===== config.mk =====
export PLATFORM = sky130hd
export DESIGN_NAME = bh_encoder_4to2_reg
export DESIGN_NICKNAME = d
export VERILOG_FILES = /design/src/rtl/bh_encoder_4to2_reg_pkg.sv /design/src/rtl/bh_encoder_4to2_reg_prio_encoder.sv /design/src/rtl/bh_encoder_4to2_reg.sv
export SDC_FILE = /design/constraint.sdc
export NUM_CORES = 1
export LEC_CHECK = 0
export ABC_AREA = 1
export ABC_CLOCK_PERIOD_IN_PS = 1250
export CORE_MARGIN = 4
export CORE_UTILIZATION = 42
export CTS_CLUSTER_DIAMETER = 30
export CTS_CLUSTER_SIZE = 10
export DETAILED_ROUTE_END_ITERATION = 8
export HOLD_SLACK_MARGIN = 0.02
export PLACE_DENSITY = 0.74
export SETUP_SLACK_MARGIN = 0.5
export SLEW_MARGIN = 20
export SYNTH_ARGS = -nofsm -noshare
export SYNTH_HDL_FRONTEND = slang
export SYNTH_SLANG_ARGS = --single-unit

===== constraint.sdc =====
create_clock -name clk -period 1.25 [get_ports clk]
set_input_delay 0.3125 -clock clk [delete_from_list [all_inputs] [get_ports clk]]
set_output_delay 0.3125 -clock clk [all_outputs]
set_load 0.02 [all_outputs]

===== src/rtl/bh_encoder_4to2_reg_pkg.sv =====
// Shared definitions for the registered one-hot encoder.
//   IN_W / OUT_W / CNT_W : default widths (one-hot input, code, error counter)
//   state_t              : two-state holding FSM (ST_EMPTY / ST_FULL)
//   ERR_MAX              : saturation value of an error counter of default width
package enc_pkg;

    localparam int IN_W  = 4;
    localparam int OUT_W = 2;
    localparam int CNT_W = 8;

    typedef enum logic {
        ST_EMPTY = 1'b0,
        ST_FULL  = 1'b1
    } state_t;

    localparam logic [CNT_W-1:0] ERR_MAX = {CNT_W{1'b1}};

endpackage : enc_pkg


===== src/rtl/bh_encoder_4to2_reg_prio_encoder.sv =====
// Combinational priority encoder.
//   in     : input word
//   code   : index of the highest set bit (0 when in == 0)
//   onehot : 1 when exactly one bit of in is set
module bh_prio_encoder #(
    parameter int IN_W  = enc_pkg::IN_W,
    parameter int OUT_W = enc_pkg::OUT_W
) (
    input  logic [IN_W-1:0]  in,
    output logic [OUT_W-1:0] code,
    output logic             onehot
);

    localparam int ONES_W = $clog2(IN_W + 1);

    logic [ONES_W-1:0] ones;

    // Ascending scan: the last set bit seen is the highest, so it wins.
    always_comb begin
        code = '0;
        ones = '0;
        for (int i = 0; i < IN_W; i++) begin
            if (in[i]) begin
                code = OUT_W'(i);
                ones = ones + 1'b1;
            end
        end
        onehot = (ones == ONES_W'(1));
    end

endmodule : bh_prio_encoder


===== src/rtl/bh_encoder_4to2_reg.sv =====
// Registered one-hot to binary encoder with a valid/ready handshake.
//   clk, reset_n        : rising-edge clock, asynchronous active-low reset
//   in_valid/in_ready/in: input channel carrying the one-hot word
//   out_valid/out_ready : output channel; out is the encoded index and
//                         out_err flags a held word that was not one-hot
//   err_cnt / err_clr   : saturating count of accepted non-one-hot words,
//                         synchronously cleared by err_clr
//
// Handshake: a transfer happens on a channel in any cycle where both its
// valid and ready are high at the rising clock edge. The producer keeps
// valid (and data) asserted until the transfer; the only combinational
// path is out_ready -> in_ready, which lets a full register be refilled in
// the same cycle it is drained (one word per cycle).
//
// The FSM state is directly visible as out_valid (FULL <=> out_valid).
module bh_encoder_4to2_reg #(
    parameter int IN_W  = enc_pkg::IN_W,
    parameter int OUT_W = enc_pkg::OUT_W,
    parameter int CNT_W = enc_pkg::CNT_W
) (
    input  logic             clk,
    input  logic             reset_n,
    input  logic             in_valid,
    output logic             in_ready,
    input  logic [IN_W-1:0]  in,
    output logic             out_valid,
    input  logic             out_ready,
    output logic [OUT_W-1:0] out,
    output logic             out_err,
    output logic [CNT_W-1:0] err_cnt,
    input  logic             err_clr
);

    import enc_pkg::*;

    localparam logic [CNT_W-1:0] CNT_MAX = {CNT_W{1'b1}};

    state_t           state;
    logic [OUT_W-1:0] enc_code;
    logic             enc_onehot;
    logic             in_xfer;

    bh_prio_encoder #(
        .IN_W  (IN_W),
        .OUT_W (OUT_W)
    ) u_prio (
        .in     (in),
        .code   (enc_code),
        .onehot (enc_onehot)
    );

    assign in_ready  = (state == ST_EMPTY) | out_ready;
    assign in_xfer   = in_valid & in_ready;
    assign out_valid = (state == ST_FULL);

    // Holding FSM and output register. The register only loads on an input
    // transfer, so out/out_err stay frozen while the consumer stalls.
    always_ff @(posedge clk or negedge reset_n) begin
        if (!reset_n) begin
            state   <= ST_EMPTY;
            out     <= '0;
            out_err <= 1'b0;
        end else begin
            case (state)
                ST_EMPTY: begin
                    if (in_valid) begin
                        state   <= ST_FULL;
                        out     <= enc_code;
                        out_err <= ~enc_onehot;
                    end
                end
                ST_FULL: begin
                    if (out_ready) begin
                        if (in_valid) begin
                            out     <= enc_code;
                            out_err <= ~enc_onehot;
                        end else begin
                            state <= ST_EMPTY;
                        end
                    end
                end
                default: state <= ST_EMPTY;
            endcase
        end
    end

    // Error counter: clear has priority over a coincident increment.
    always_ff @(posedge clk or negedge reset_n) begin
        if (!reset_n) begin
            err_cnt <= '0;
        end else if (err_clr) begin
            err_cnt <= '0;
        end else if (in_xfer && !enc_onehot && (err_cnt != CNT_MAX)) begin
            err_cnt <= err_cnt + 1'b1;
        end
    end

endmodule : bh_encoder_4to2_reg

* Word-level counts from Yosys, hierarchy flattened
Index checks and enable logic that the tools add are counted.
** Storage, ports and cells
- Register bits after elaboration :: 12
- Input port bits :: 9
- Word-level logic and storage cells :: 37
** Cells by class
- $add $sub $neg :: 4
- Bitwise gates (word level) :: 4
- Multiplexer cells :: 18
- Reduce and logical (&&, ||, !) cells :: 4
- Eq/ne operators :: 3
** Operators by type and width (count)
- 2-to-1 mux 8 bit :: 2
- 2-to-1 mux 3 bit :: 3
- adder 8 x 1 -> 8 bit (second input constant) :: 1
- 2-to-1 mux 2 bit :: 4
- != test 8 bit (second input constant) :: 1
- adder 3 x 1 -> 3 bit (second input constant) :: 2
- 2-to-1 mux 1 bit :: 6
- one-hot mux 1 bit (2 select lines) :: 2
- one-hot mux 2 bit (2 select lines) :: 1
- == test 3 x 1 -> 1 bit (second input constant) :: 1
- adder 1 x 1 -> 2 bit (second input constant) :: 1
- logical AND 1 bit :: 2
- != test 2 bit (second input constant) :: 1
- inverter 1 bit :: 2
- nonzero test 2 bit :: 1
- AND 1 bit :: 1
- logical NOT 1 bit :: 1
- OR 1 bit :: 1

* Longest topological paths before layout
- Depth after elaboration :: 13
- Gate-level depth with buffers :: 16
- Mapped depth without buffers :: 16

* Cells and area by module
Synthesis repeated with hierarchy kept, for this count alone.
** Second synthesis, totals
- Cell total of the unflattened synthesis :: 113
- Area, all modules :: 822.0 um^2
** By module, submodules not included
- bh_encoder_4to2_reg :: cells each 90, area an instance 688.2 um^2, times used 1, seq. area each 300.3 um^2
- bh_prio_encoder :: cells each 23, area an instance 133.9 um^2, times used 1, seq. area each 0.0 um^2

* Worst setup path after synthesis
OpenSTA, ideal clock, no wires.
- Kind :: input to register
- Start :: input in[0]
- End :: register err_cnt[0]
- Path buffers :: 0
- Arrival time :: 1.763 ns
- Path slack :: -0.631 ns
- Required time :: 1.132 ns
- Stages on the path :: 13
- Setup time :: 0.118 ns
- Path through :: inv_1 ha_1 inv_1 nand2_1 nand2_1 ha_1 or2_0 nand2_1 nand3_2 nand3_4 nand2_4 nand2_1 nand2_1
** Between the ends
- Cells in the longest elaborated chain, start to end :: 12
** RTL lines
- start, declared :: RTL line bh_encoder_4to2_reg.sv:25 : input logic [IN_W-1:0] in,
- 2-to-1 mux 1 bit (*) :: RTL line bh_encoder_4to2_reg_prio_encoder.sv:23 : if (in[i]) begin
- adder 1 x 1 -> 2 bit :: RTL line bh_encoder_4to2_reg_prio_encoder.sv:25 : ones = ones + 1'b1;
- 2-to-1 mux 3 bit (*) :: RTL line bh_encoder_4to2_reg_prio_encoder.sv:23
- adder 3 x 1 -> 3 bit :: RTL line bh_encoder_4to2_reg_prio_encoder.sv:25
- 2-to-1 mux 3 bit (*) :: RTL line bh_encoder_4to2_reg_prio_encoder.sv:23
- adder 3 x 1 -> 3 bit :: RTL line bh_encoder_4to2_reg_prio_encoder.sv:25
- 2-to-1 mux 3 bit (*) :: RTL line bh_encoder_4to2_reg_prio_encoder.sv:23
- == test 3 x 1 -> 1 bit (*) :: RTL line bh_encoder_4to2_reg_prio_encoder.sv:28 : onehot = (ones == ONES_W'(1));
- logical NOT 1 bit (*) :: RTL line bh_encoder_4to2_reg.sv:93 : end else if (in_xfer && !enc_onehot && (err_cnt != CNT_MAX)) begin
- logical AND 1 bit (*) (2 in series) :: RTL line bh_encoder_4to2_reg.sv:93
- nonzero test 2 bit (no line) (*)
- end signal, assigned :: RTL line bh_encoder_4to2_reg.sv:94 : err_cnt <= err_cnt + 1'b1;
- end, declared :: RTL line bh_encoder_4to2_reg.sv:30 : output logic [CNT_W-1:0] err_cnt,
Every way passes the cells marked *; elsewhere a longest branch is shown, timed or not.
A chain may end at the register's enable or synchronous reset.

* Final worst setup path
- Start :: input in[1]
- End :: register err_cnt[2]
** Between the ends
- Cells in the longest elaborated chain, start to end :: 10
** RTL lines (RTL line)
- 2-to-1 mux 3 bit (*) :: bh_encoder_4to2_reg_prio_encoder.sv:23
- adder 3 x 1 -> 3 bit :: bh_encoder_4to2_reg_prio_encoder.sv:25
- 2-to-1 mux 3 bit (*) :: bh_encoder_4to2_reg_prio_encoder.sv:23
- adder 3 x 1 -> 3 bit :: bh_encoder_4to2_reg_prio_encoder.sv:25
- 2-to-1 mux 3 bit (*) :: bh_encoder_4to2_reg_prio_encoder.sv:23
- == test 3 x 1 -> 1 bit (*) :: bh_encoder_4to2_reg_prio_encoder.sv:28
- logical NOT 1 bit (*) :: bh_encoder_4to2_reg.sv:93
- logical AND 1 bit (*) (2 in series) :: bh_encoder_4to2_reg.sv:93
- nonzero test 2 bit (no line) (*)
Marked as above.

==> impl_metrics.csv <==
group,metric,value,unit
clock_network,cts_max_level,1,
detailed_routing,vias_per_cell,5.58,
worst_setup_path,crit_path_max_fanout,7,
placed_design,dp.final_hpwl,1720,um
grt,antenna_found_initial,0,
power,leakage,0.000834,uW
detailed_routing,drc_errors,0,
floorplan,die-area,2740,um^2
timing,drv_slew,0,
placed_design,place.gp.congestion,0.878,
timing,fmax,0.544,GHz
worst_setup_path,cpPeakStageDelay,270,ps
timing,finalSetupViolCount,12,
run_status,status,"finished with violations",
clock_network,cts_hold_buf,0,
layout,final_layout_size_suffix_gt1_share,56.2,%
worst_setup_path,critPathKind,"input port to register",
grt,gr-total-overflow,0,
timing,worst_pin_slew,398,ps
grt,grt_pass1_wl,4710,um
worst_setup_path,critPathTopFamily,"simple AND/OR/NAND/NOR gates",
clock_network,clk_pin_slew_worst_paths,90,ps
layout,layout_common_cells,"buf_4, nand2_1, buf_6",
timing,rsz0062_at_grt,"yes",
grt,grt_usage,23.9,%
worst_hold_path,hold_path.class,"input port to register",
worst_setup_path,endpoint_kind,"register",
floorplan,die_y,52.3,um
synthesis,ys_warn_count,0,
synthesis,syn_inst,110,
power,power,1370,uW
synthesis,synth_cell_types,25,
detailed_routing,routed-via-count,1132,
timing,period_minus_slack,1840,ps
synthesis,syn_area,825,um^2
clock_network,clkLatencyLatePin,290,ps
timing,fin_crit_sh,147,%
synthesis,async_flop_share,100,%
clock_network,cts-root-buf,"clkbuf_4",
clock_network,numClockSinks,12,
detailed_routing,routedWlPerCell,19.3,um
timing,setup_tns,-4980,ps
power,vdd_ir_drop_max,0.711,mV
synthesis,synth_flop_cell,"dfrtp_1",
synthesis,synth_top_area_share,36.4,%
clock_network,tritoncts,"done",
timing,holdWs,313,ps
detailed_routing,ant_nets,0,
timing,slew_headroom,73.3,%
worst_setup_path,slowest_stage,"ha_4",
placed_design,io_buffers,21,
worst_setup_path,startpoint_type,"input port",
detailed_routing,drtPass1Iterations,6,
floorplan,core.rowCount,15,
flow_run,cap_violations,0,
synthesis,syn_area_per_cell,7.50,um^2
synthesis,synth_nets,123,
timing,finClkSkew,8.67,ps
worst_setup_path,crit_chain,"buf_8, inv_6, ha_4, inv_2, nand2_2, nand2_2, ha_4, nand2_1, inv_1, nor2_1, nor2_1, nand3_2, nand3_4, buf_6, nand3_1, nand2_1",
synthesis,netlist_top_cells_area,"dfrtp_1, nand2_1, nand3_1",
grt,grt_max_degree,13,
floorplan,pin_count,22,
grt,grt_pass1_vias,996,
layout,antennaDiodeCount,0,
layout,final_common_cell,"buf_4",
placed_design,dp_slack,-1260,ps
floorplan,core_area,1800,um^2
detailed_routing,wl,3920,um
run_status,violations,"negative setup slack",
worst_setup_path,cp.required,1420,ps
synthesis,ys_seq_elements,12,
clock_network,numCtsBuffers,3,
layout,fillers,74,
floorplan,start_util,45.8,%
layout,final_nets,192,
synthesis,seq_area_frac_synth,36.4,%
timing,setup_slack,-588,ps
timing,hold_viol_final,0,
synthesis,synth-edff-count,0,
floorplan,die_w,52.3,um
synthesis,synth_area_leader_cell,"dfrtp_1",
layout,area_growth,94.8,%
clock_network,cts.path.max_buffers,2,
worst_setup_path,crit_arrival,2010,ps
detailed_routing,drtIter0Drc,54,
power,powerDensity,852,nW/um^2
worst_setup_path,worst-path-buf-inv,5,
-- cell families after synthesis --
family	Yosys count	synth area share [%]
buf+inv	15	6.98
fa+ha+maj	4	6.07
simple gates	69	41.0
xor+xnor	4	4.25
flops	12	36.4
mux	1	1.37
compound gates	5	3.95
-- path summary, 6_finish.rpt --
check,startpoint,end,slack [ps],cells past startpoint
max,in[1],err_cnt[2],-590,16
min,in_valid,out_valid,310,3
max reg2reg,err_cnt[1],err_cnt[5],-430,8
min reg2reg,out_valid,out_valid,650,3
max in group asynchronous,reset_n,err_cnt[2],710,2
min in group asynchronous,reset_n,err_cnt[0],350,2
-- what timing repair did --
| item | CTS | global route |
|---|---|---|
| endpoints found under the setup margin | 25 | 25 |
| resized for setup | 103 | 21 |
| hold endpoints to repair | 0 | 0 |
| buffers inserted | 10 | 8 |
| pin swaps | 11 | 9 |
-- registers in the layout, summed over array words and instances (netlist names) --
| register | flops |
|---|---|
| out | 2 |
| err_cnt | 8 |
| out_err | 1 |
| out_valid | 1 |
-- per-stage QoR --
stage          cell area (um^2)  cells  util (%)
2_1_floorplan               870    110         -
3_3_place_gp               1300    181      72.2
3_5_place_dp               1300    181      72.2
4_1_cts                    1470    195      81.3
5_1_grt                    1610    203      89.2
6_report                   1610    203      89.2
-- where the power goes --
part           switching, uW  internal (uW)  total [uW]
registers               34.2            421         455
logic                    287            292         579
clock network            157            177         334
total                    478            891        1370
-- worst register-to-register path, delay by kind of cell, from the launching register on --
| family | cells | cell delay (ps) |
|---|---|---|
| fa+ha+maj | 1 | 250 |
| simple gates | 7 | 910 |
| flops | 1 | 420 |
-- layer usage --
layer | part of all wire, % | GRT usage, % | vias up | wire [um]
met2 | 47 | 42.4 | 95 | 1820
met3 | 12 | 5.41 | 22 | 470
met5 | 0 | 0 | - | 0
met4 | 3.4 | 3.40 | 0 | 135
met1 | 38 | 30.0 | 531 | 1490
li1 | - | - | 484 | -
-- final cells by class --
cell class / count / area, um^2 / area share, %
Inverter: 14 / 65.1 / 4.05
Sequential cell: 12 / 303 / 18.8
Tap cell: 25 / 31.3 / 1.95
Clock buffer: 4 / 36.3 / 2.26
Multi-Input combinational cell: 83 / 573 / 35.7
Timing Repair Buffer: 65 / 598 / 37.2
-- synthesized netlist by cell type (2+ instances only) --
library cell  instances
ha_1                  4
dfrtp_1              12
a21oi_1               2
nand3_2               3
inv_2                 2
inv_1                11
nor2_1               12
nand3_1              12
nand2_1              34
xor2_1                3
Power figures use the tool's default switching activity.
